$ cat config.mk
export PLATFORM = sky130hd
export DESIGN_NAME = multicycle_ctrl
export DESIGN_NICKNAME = d
export VERILOG_FILES = /design/src/rtl/multicycle_ctrl.sv
export SDC_FILE = /design/constraint.sdc
export NUM_CORES = 1
export LEC_CHECK = 0
export ABC_AREA = 1
export CORE_UTILIZATION = 25
export CTS_CLUSTER_SIZE = 25
export DETAILED_ROUTE_END_ITERATION = 10
export PLACE_DENSITY = 0.7
export RECOVER_POWER = 100
export SYNTH_ARGS = -nofsm -noshare
export SYNTH_HDL_FRONTEND = slang
export SYNTH_SLANG_ARGS = --single-unit
export TNS_END_PERCENT = 20
$ cat constraint.sdc
create_clock -name clk -period 1.1 [get_ports clk]
set_input_delay 0.22 -clock clk [delete_from_list [all_inputs] [get_ports clk]]
set_output_delay 0.22 -clock clk [all_outputs]
set_load 0.05 [all_outputs]
$ cat src/rtl/multicycle_ctrl.sv
// multicycle_ctrl
//   Control FSM for a multicycle MIPS datapath. It steps each instruction
//   through fetch/decode/execute states and drives the datapath mux selects,
//   the write enables and the 3-bit ALU function code consumed by alu32.
//
// Ports
//   clk         in   1  clock; all state updates on the rising edge
//   reset_n     in   1  asynchronous active-low reset
//   op          in   6  instruction[31:26]; sampled in DECODE
//   funct       in   6  instruction[5:0]; used in EXEC
//   zero        in   1  ALU Zero flag; honoured only in BRANCH
//   iord        out  1  memory address select (0=PC, 1=ALUOut)
//   memwrite    out  1  data memory write enable
//   irwrite     out  1  instruction register load enable
//   regdst      out  1  write-register select (0=rt, 1=rd)
//   memtoreg    out  1  write-data select (0=ALUOut, 1=Data)
//   regwrite    out  1  register file write enable
//   alusrca     out  1  ALU A select (0=PC, 1=regA)
//   alusrcb     out  2  ALU B select (00=regB 01=4 10=SignImm 11=SignImm<<2)
//   pcsrc       out  2  next-PC select (00=ALUResult 01=ALUOut 10=jump)
//   alucontrol  out  3  ALU F code (010 add, 110 sub, 000 and, 001 or, 111 slt)
//   pcen        out  1  PC load enable = pcwrite | (branch & zero)
//   state       out  4  current state, for debug/verification
module multicycle_ctrl #(
  parameter logic [5:0] OP_RTYPE = 6'b000000,
  parameter logic [5:0] OP_LW    = 6'b100011,
  parameter logic [5:0] OP_SW    = 6'b101011,
  parameter logic [5:0] OP_BEQ   = 6'b000100,
  parameter logic [5:0] OP_ADDI  = 6'b001000,
  parameter logic [5:0] OP_J     = 6'b000010
) (
  input  logic       clk,
  input  logic       reset_n,
  input  logic [5:0] op,
  input  logic [5:0] funct,
  input  logic       zero,
  output logic       iord,
  output logic       memwrite,
  output logic       irwrite,
  output logic       regdst,
  output logic       memtoreg,
  output logic       regwrite,
  output logic       alusrca,
  output logic [1:0] alusrcb,
  output logic [1:0] pcsrc,
  output logic [2:0] alucontrol,
  output logic       pcen,
  output logic [3:0] state
);

  typedef enum logic [3:0] {
    S_FETCH  = 4'd0,
    S_DECODE = 4'd1,
    S_MEMADR = 4'd2,
    S_MEMRD  = 4'd3,
    S_MEMWB  = 4'd4,
    S_MEMWR  = 4'd5,
    S_EXEC   = 4'd6,
    S_ALUWB  = 4'd7,
    S_BRANCH = 4'd8,
    S_ADDIEX = 4'd9,
    S_ADDIWB = 4'd10,
    S_JUMP   = 4'd11
  } state_e;

  state_e state_q, state_d;

  // Ungated versions of the enables that reset must suppress.
  logic irwrite_raw, memwrite_raw, regwrite_raw;
  logic pcwrite, branch;

  always_ff @(posedge clk or negedge reset_n) begin
    if (!reset_n) state_q <= S_FETCH;
    else          state_q <= state_d;
  end

  always_comb begin
    state_d = S_FETCH;
    case (state_q)
      S_FETCH:  state_d = S_DECODE;
      S_DECODE: begin
        if (op == OP_LW || op == OP_SW) state_d = S_MEMADR;
        else if (op == OP_RTYPE)        state_d = S_EXEC;
        else if (op == OP_BEQ)          state_d = S_BRANCH;
        else if (op == OP_ADDI)         state_d = S_ADDIEX;
        else if (op == OP_J)            state_d = S_JUMP;
        else                            state_d = S_FETCH;
      end
      S_MEMADR: state_d = (op == OP_LW) ? S_MEMRD : S_MEMWR;
      S_MEMRD:  state_d = S_MEMWB;
      S_EXEC:   state_d = S_ALUWB;
      S_ADDIEX: state_d = S_ADDIWB;
      default:  state_d = S_FETCH;
    endcase
  end

  always_comb begin
    iord         = 1'b0;
    memwrite_raw = 1'b0;
    irwrite_raw  = 1'b0;
    regdst       = 1'b0;
    memtoreg     = 1'b0;
    regwrite_raw = 1'b0;
    alusrca      = 1'b0;
    alusrcb      = 2'b00;
    pcsrc        = 2'b00;
    alucontrol   = 3'b010;
    pcwrite      = 1'b0;
    branch       = 1'b0;
    case (state_q)
      S_FETCH: begin
        irwrite_raw = 1'b1;
        alusrcb     = 2'b01;
        pcwrite     = 1'b1;
      end
      S_DECODE: alusrcb = 2'b11;
      S_MEMADR, S_ADDIEX: begin
        alusrca = 1'b1;
        alusrcb = 2'b10;
      end
      S_MEMRD: iord = 1'b1;
      S_MEMWB: begin
        memtoreg     = 1'b1;
        regwrite_raw = 1'b1;
      end
      S_MEMWR: begin
        iord         = 1'b1;
        memwrite_raw = 1'b1;
      end
      S_EXEC: begin
        alusrca = 1'b1;
        case (funct)
          6'b100000: alucontrol = 3'b010;
          6'b100010: alucontrol = 3'b110;
          6'b100100: alucontrol = 3'b000;
          6'b100101: alucontrol = 3'b001;
          6'b101010: alucontrol = 3'b111;
          default:   alucontrol = 3'b010;
        endcase
      end
      S_ALUWB: begin
        regdst       = 1'b1;
        regwrite_raw = 1'b1;
      end
      S_BRANCH: begin
        alusrca    = 1'b1;
        alucontrol = 3'b110;
        pcsrc      = 2'b01;
        branch     = 1'b1;
      end
      S_ADDIWB: regwrite_raw = 1'b1;
      S_JUMP: begin
        pcsrc   = 2'b10;
        pcwrite = 1'b1;
      end
      default: ;
    endcase
  end

  // Reset already forces FETCH, so only the state-changing enables need
  // explicit gating to keep memory, registers and PC untouched during reset.
  assign irwrite  = irwrite_raw  & reset_n;
  assign memwrite = memwrite_raw & reset_n;
  assign regwrite = regwrite_raw & reset_n;
  assign pcen     = (pcwrite | (branch & zero)) & reset_n;
  assign state    = state_q;

endmodule

==> results.txt, run 1 <==
P_leak: 0.697 nW
worst slack, placed: -483 ps
clock period minus worst slack: 1680 ps
DR iter-0 viols: 7
Int Power: 1.25 mW
Comb pwr share: 81.8%
Post-layout nets: 178
Sw Ratio: 49.2%
max reg flops: 4
first-pass GRT wire length: 3170 microns
CTS max path bufs: 2
slew margin rel.: 80.2%
clk root buf: clkbuf_4
Reg2Reg Depth: 6
DP Area: 0.00135 sq mm
largest net degree at the start of global routing: 7
crit-path max FO: 5
row cnt: 16
Async SR Flop Fraction: 100%
Post-synth top flop: dfrtp_1
Worst Hold Class: primary input to asynchronous set/reset pin
most frequent cells after synthesis: 20 x nand2_1, 19 x nor2_1, 17 x inv_1, 15 x nand3_1, 5 x nand2_2
post-layout util: 73.5%
Clock transition at path regs: 40 ps
Simple-Gate Fraction of Synth Area: 58.1%
DR WL/cell: 12.1 microns
xor-xnor portion of the synthesized cell area: 0%
post-route insts no fill: 188
clock power share: 7.4%
initial antenna violation count: 0
ANT cells: 0
Critical Path RT: 880 ps
TritonRoute pass-1 iters: 2
IO Pins: 34
Via density: 4.62
Seq/Total Area, Yosys: 19.1%
Yosys top cell by area: dfrtp_1
hpwl dp: 1670 microns
crit-path cells: nor2_4 > nand2_2 > clkinv_2 > nand2_2 > a21oi_4 > buf_12
worst hold slack: 477 ps
failing checks: negative setup slack
FF-to-FF Start: state[1]$_DFF_PN0_
cell mode on critical path: nand2_2
CTS tree: built
Final period util: 153%
post-synthesis mux area share: 0%
RSZ-0062 raised after global routing: yes
Max Cap Violations: 0
grt ovf: 0
layout cells sized above 1: 56.5%
#FFs+latches synth: 4
Setup WS post-layout: -583 ps
syn avg cell area: 5.39 sq um
P&R area growth vs syn: 176%
most frequent cell after synthesis: nand2_1
TritonCTS buffer count: 3
WS Path Type: flip-flop to output pin
H-tree depth: 1
WL final: 2270 microns
GRT Util Overall: 20.2%
worst r2r dst: state[2]$_DFF_PN0_
Die Wd: 47.7 microns
clk_skew: 7.90 ps
Final setup viols: 23
Initial Utilization: 26.7%
Die Ht: 47.7 microns
synth warn: 0
clock net sink count: 4
GPL Wtd Cong: 0.795
final antenna-violating net count: 0
Cells after DPL: 184
Sw Pwr: 1.22 mW
status: finished, violations left
flop-to-flop setup slack: -140 ps
max-slew violation count: 0
post-route design area: 0.00144 sq mm
Slew @ Worst Pin: 295 ps
post-synthesis cell type count: 16
CP arrival: 1460 ps
Yosys top cell area share: 19.1%
Synth Area in Adders: 0%
number of global-route vias before repair: 788
CP Capture Type: output pin
sequential share of power: 10.8%
Pwr per Cell Area: 1710 mW/mm^2
Syn Std Cell Area: 523 sq um
synthesized net count: 112
slowest cell on the critical path: dfrtp_4
Remaining DRCs: 0
f_max: 594 MHz
Hold Vio Cnt, Final: 0
hold buffer count at cts: 0
Critical Path Max Stage Delay: 510 ps
via count: 868
core area: 0.00196 sq mm
I/O Buffers: 33
crit start category: flip-flop
largest family of logic cells by synthesized area: simple AND/OR/NAND/NOR gates
die area: 0.00228 sq mm
top cells by area, synth: dfrtp_1 19%, nand2_1 14%, nand3_1 14%, nor2_1 14%, inv_1 12%
EDFF count, synth: 0
worst skew pair latency: 240 ps
post-synthesis instance total: 97
post-synthesis compound-gate area fraction: 7.42%
worst vdd ir: 0.00110 V
-- per-layer routing --
metal,up-vias,routed length (microns),global-route usage (%)
met5,-,0,0
met4,0,108,11.7
met3,10,109,2.64
met2,36,1230,37.0
met1,391,828,22.0
li1,431,-,-
-- layout by cell type (no fill, tap or decap), drive strengths merged --
master | Yosys | final
inv | 20 | 20
clkinv | 1 | 1
a21oi | 2 | 2
clkbuf | 0 | 4
o21ai | 5 | 5
nand2 | 25 | 25
nand4 | 1 | 1
dlygate4sd3 | 0 | 1
buf | 0 | 46
clkdlybuf4s50 | 0 | 13
dfrtp | 4 | 4
nor2 | 23 | 23
nand3 | 16 | 16
-- final cells by class --
cell class | count | area, sq um
Timing Repair Buffer | 61 | 731
Sequential cell | 4 | 108
Multi-Input combinational cell | 72 | 465
Inverter | 21 | 82.6
Clock buffer | 3 | 22.5
Fill cell | 144 | 519
Tap cell | 27 | 33.8
-- worst max path at each step --
stage               slack, ps               start            end
floorplan                -590  state[3]$_DFF_PN0_  alucontrol[0]
global placement         -430            funct[5]  alucontrol[0]
detailed placement       -480            funct[5]  alucontrol[0]
CTS                      -530  state[1]$_DFF_PN0_           pcen
global route             -630  state[1]$_DFF_PN0_           pcen
finish                   -580  state[1]$_DFF_PN0_           pcen
-- through the flow --
stage / power (mW) / setup TNS [ps]
floorplan: 1.11 / -6060
global placement: 2.08 / -4740
detailed placement: 2.11 / -5290
CTS: 2.39 / -7660
global route: 2.58 / -9100
finish: 2.47 / -7970
-- power by group through the flow --
stage          clock network, mW  registers [mW]  logic, mW
3_5_place_dp                   0           0.250       1.86
5_1_grt                    0.200           0.274       2.11
4_1_cts                    0.185           0.259       1.94
6_report                   0.182           0.267       2.02
2_1_floorplan                  0           0.381      0.733
3_3_place_gp                   0           0.247       1.83
-- kinds of logic (layout without fill, tap and decap cells) --
kind of cell           count (synthesis)  count (layout)
flip-flops                             4               4
AND/OR/NAND/NOR                       65              65
AO/OA/AOI/OAI                          7               7
buffers and inverters                 21              85
-- critical path: cells and delay by family (launching register included) --
kind	cells	cell delay, ps
buffers and inverters	2	220
AO/OA/AOI/OAI	1	150
flip-flops	1	510
AND/OR/NAND/NOR	3	340
-- repair_timing --
item	4_1_cts	5_1_grt
pin swaps	4	1
buffers inserted	0	1
resized for setup	12	10
setup endpoints to repair	23	23
(Power assumes the default switching activity.)
==> inputs of run 2 (changes only) <==
MAX_ROUTING_LAYER = met4   (was not set)
PLACE_DENSITY = 0.68   (was 0.7)
clock period = 1.8 ns   (was 1.1 ns; I/O delays follow)
==> run 2 against run 1 <==
The flow now finishes without violations. Sequential power shrank 36%. Combinational power decreased by 55%. Final cell count decreased by 12%. Via count down 16%. Critical path depth unchanged. Flip-flop and latch count is the same. Final area down 18%. Register-to-register slack gained 770 ps. Total power shrank 52%. Clock power is 40% lower. Die area stayed put. Critical endpoint is now alucontrol[0]. Largest cell class unchanged.
==> results.txt, run 2 (synthesis results as in run 1) <==
WS Path Type: flip-flop to output pin
ANT cells: 0 (unchanged)
I/O Buffers: 33 (unchanged)
Setup WS post-layout: 8.68 ps (+592 ps)
CTS tree: built
H-tree depth: 1 (unchanged)
largest net degree at the start of global routing: 9 (+2)
DR iter-0 viols: 8 (+1)
worst vdd ir: 0.000598 V (-46%)
clk root buf: clkbuf_4
Final setup viols: 0 (-100%)
f_max: 558 MHz
post-layout util: 59.9% (-14 points)
Remaining DRCs: 0 (unchanged)
Hold Vio Cnt, Final: 0 (unchanged)
P&R area growth vs syn: 125%
commonest non-fill, non-tap cell in the layout: nand2_1
worst skew pair latency: 230 ps (about the same)
core area: 0.00196 sq mm (unchanged)
RSZ-0062 raised after global routing: yes
Max Cap Violations: 0 (unchanged)
WL final: 1620 microns (-29%)
Final period util: 99.5%
final antenna-violating net count: 0 (unchanged)
flop-to-flop setup slack: 630 ps (+770 ps)
Die Ht: 47.7 microns (unchanged)
Via density: 4.40 (-4.7%)
CTS max path bufs: 2 (unchanged)
Initial Utilization: 26.7% (unchanged)
via count: 726 (-16%)
DR WL/cell: 9.79 microns (-19%)
Critical Path RT: 1440 ps (+560 ps)
initial antenna violation count: 0 (unchanged)
Die Wd: 47.7 microns (unchanged)
CP Capture Type: output pin
slew margin rel.: 81.1% (+0.87 points)
grt ovf: 0 (unchanged)
die area: 0.00228 sq mm (unchanged)
worst slack, placed: -49.0 ps (+434 ps)
most frequent cells in the layout: 18 x nand2_1, 15 x inv_1, 15 x buf_12
number of global-route vias before repair: 573 (-27%)
clock net sink count: 4 (unchanged)
clk_skew: 1.32 ps (-6.58 ps)
first-pass GRT wire length: 2350 microns (-26%)
hpwl dp: 1330 microns (-21%)
max reg flops: 4 (unchanged)
Clock transition at path regs: 40 ps (about the same)
TritonCTS buffer count: 3 (unchanged)
P_leak: 0.585 nW (-16%)
GRT Util Overall: 15.4% (-4.8 points)
max-slew violation count: 0 (unchanged)
TritonRoute pass-1 iters: 4 (+2)
Slew @ Worst Pin: 283 ps (-12.1 ps)
Worst Hold Class: primary input to asynchronous set/reset pin
IO Pins: 34 (unchanged)
status: finished, final reports clean
CP arrival: 1430 ps (-30 ps)
Pwr per Cell Area: 1010 mW/mm^2 (-41%)
crit-path max FO: 6 (+1)
row cnt: 16 (unchanged)
crit start category: flip-flop
layout cells sized above 1: 42.8% (-14 points)
Post-layout nets: 155 (-13%)
hold buffer count at cts: 0 (unchanged)
GPL Wtd Cong: 0.833 (+4.8%)
clock period minus worst slack: 1790 ps
[run 2: metal layers]
| layer | global-route usage [%] | share of wire [%] | wire length (microns) |
|---|---|---|---|
| met1 | 19.2 | 43 | 691 |
| met2 | 23.8 | 50 | 805 |
| met4 | 5.56 | 1.2 | 19 |
| met3 | 4.15 | 6.1 | 98 |
| met5 | - | 0 | 0 |
[run 2: final cells by class]
| type | instances | area, sq um |
|---|---|---|
| clock buffer | 3 | 22.5 |
| multi-input combinational | 72 | 419 |
| fill | 174 | 786 |
| inverter | 21 | 82.6 |
| timing repair buffer | 38 | 513 |
| tap | 27 | 33.8 |
| sequential | 4 | 105 |
[run 2: worst paths after layout]
path | start | depth (start not counted) | end
min in group clk | state[3]$_DFF_PN0_ | 3 | state[0]$_DFF_PN0_
max in group asynchronous | reset_n | 2 | state[1]$_DFF_PN0_
worst min-delay path | reset_n | 2 | state[2]$_DFF_PN0_
worst min register to register | state[3]$_DFF_PN0_ | 3 | state[0]$_DFF_PN0_
worst max-delay path | state[0]$_DFF_PN0_ | 6 | alucontrol[0]
worst max register to register | state[2]$_DFF_PN0_ | 5 | state[2]$_DFF_PN0_
[run 2: timing repair]
action / in CTS / in global routing
pin swaps: 0 / 6
endpoints found under the hold margin: 0 / 0
setup buffers: 0 / 2
gates resized for setup: 3 / 13
setup endpoints to repair: 4 / 8
[run 2: per-stage QoR]
step                      cells  hold slack, ps  instance area, sq um  TNS [ps]  power, mW
final                       165             499                  1180         0       1.19
after global routing        165             509                  1180      -267       1.26
after CTS                   163             416                  1120     -9.27       1.15
after detailed placement    160             658                  1090     -61.0       1.03
after global placement      160             669                  1090     -12.3       1.02
after floorplan              97            64.4                   564      -262      0.647
[run 2: worst max-delay path: stages (launching register included)]
cell     delay, ps
dfrtp_2        450
inv_1           90
nand2_2         80
nor2_4         170
nand3_4        110
o21ai_4        150
buf_12         150
[run 2: power by group]
| part | leakage [nW] | internal (mW) | switching [mW] | total, mW |
|---|---|---|---|---|
| sequential | 0.0473 | 0.116 | 0.0538 | 0.170 |
| combinational | 0.524 | 0.374 | 0.534 | 0.908 |
| clock | 0.0138 | 0.0744 | 0.0344 | 0.109 |
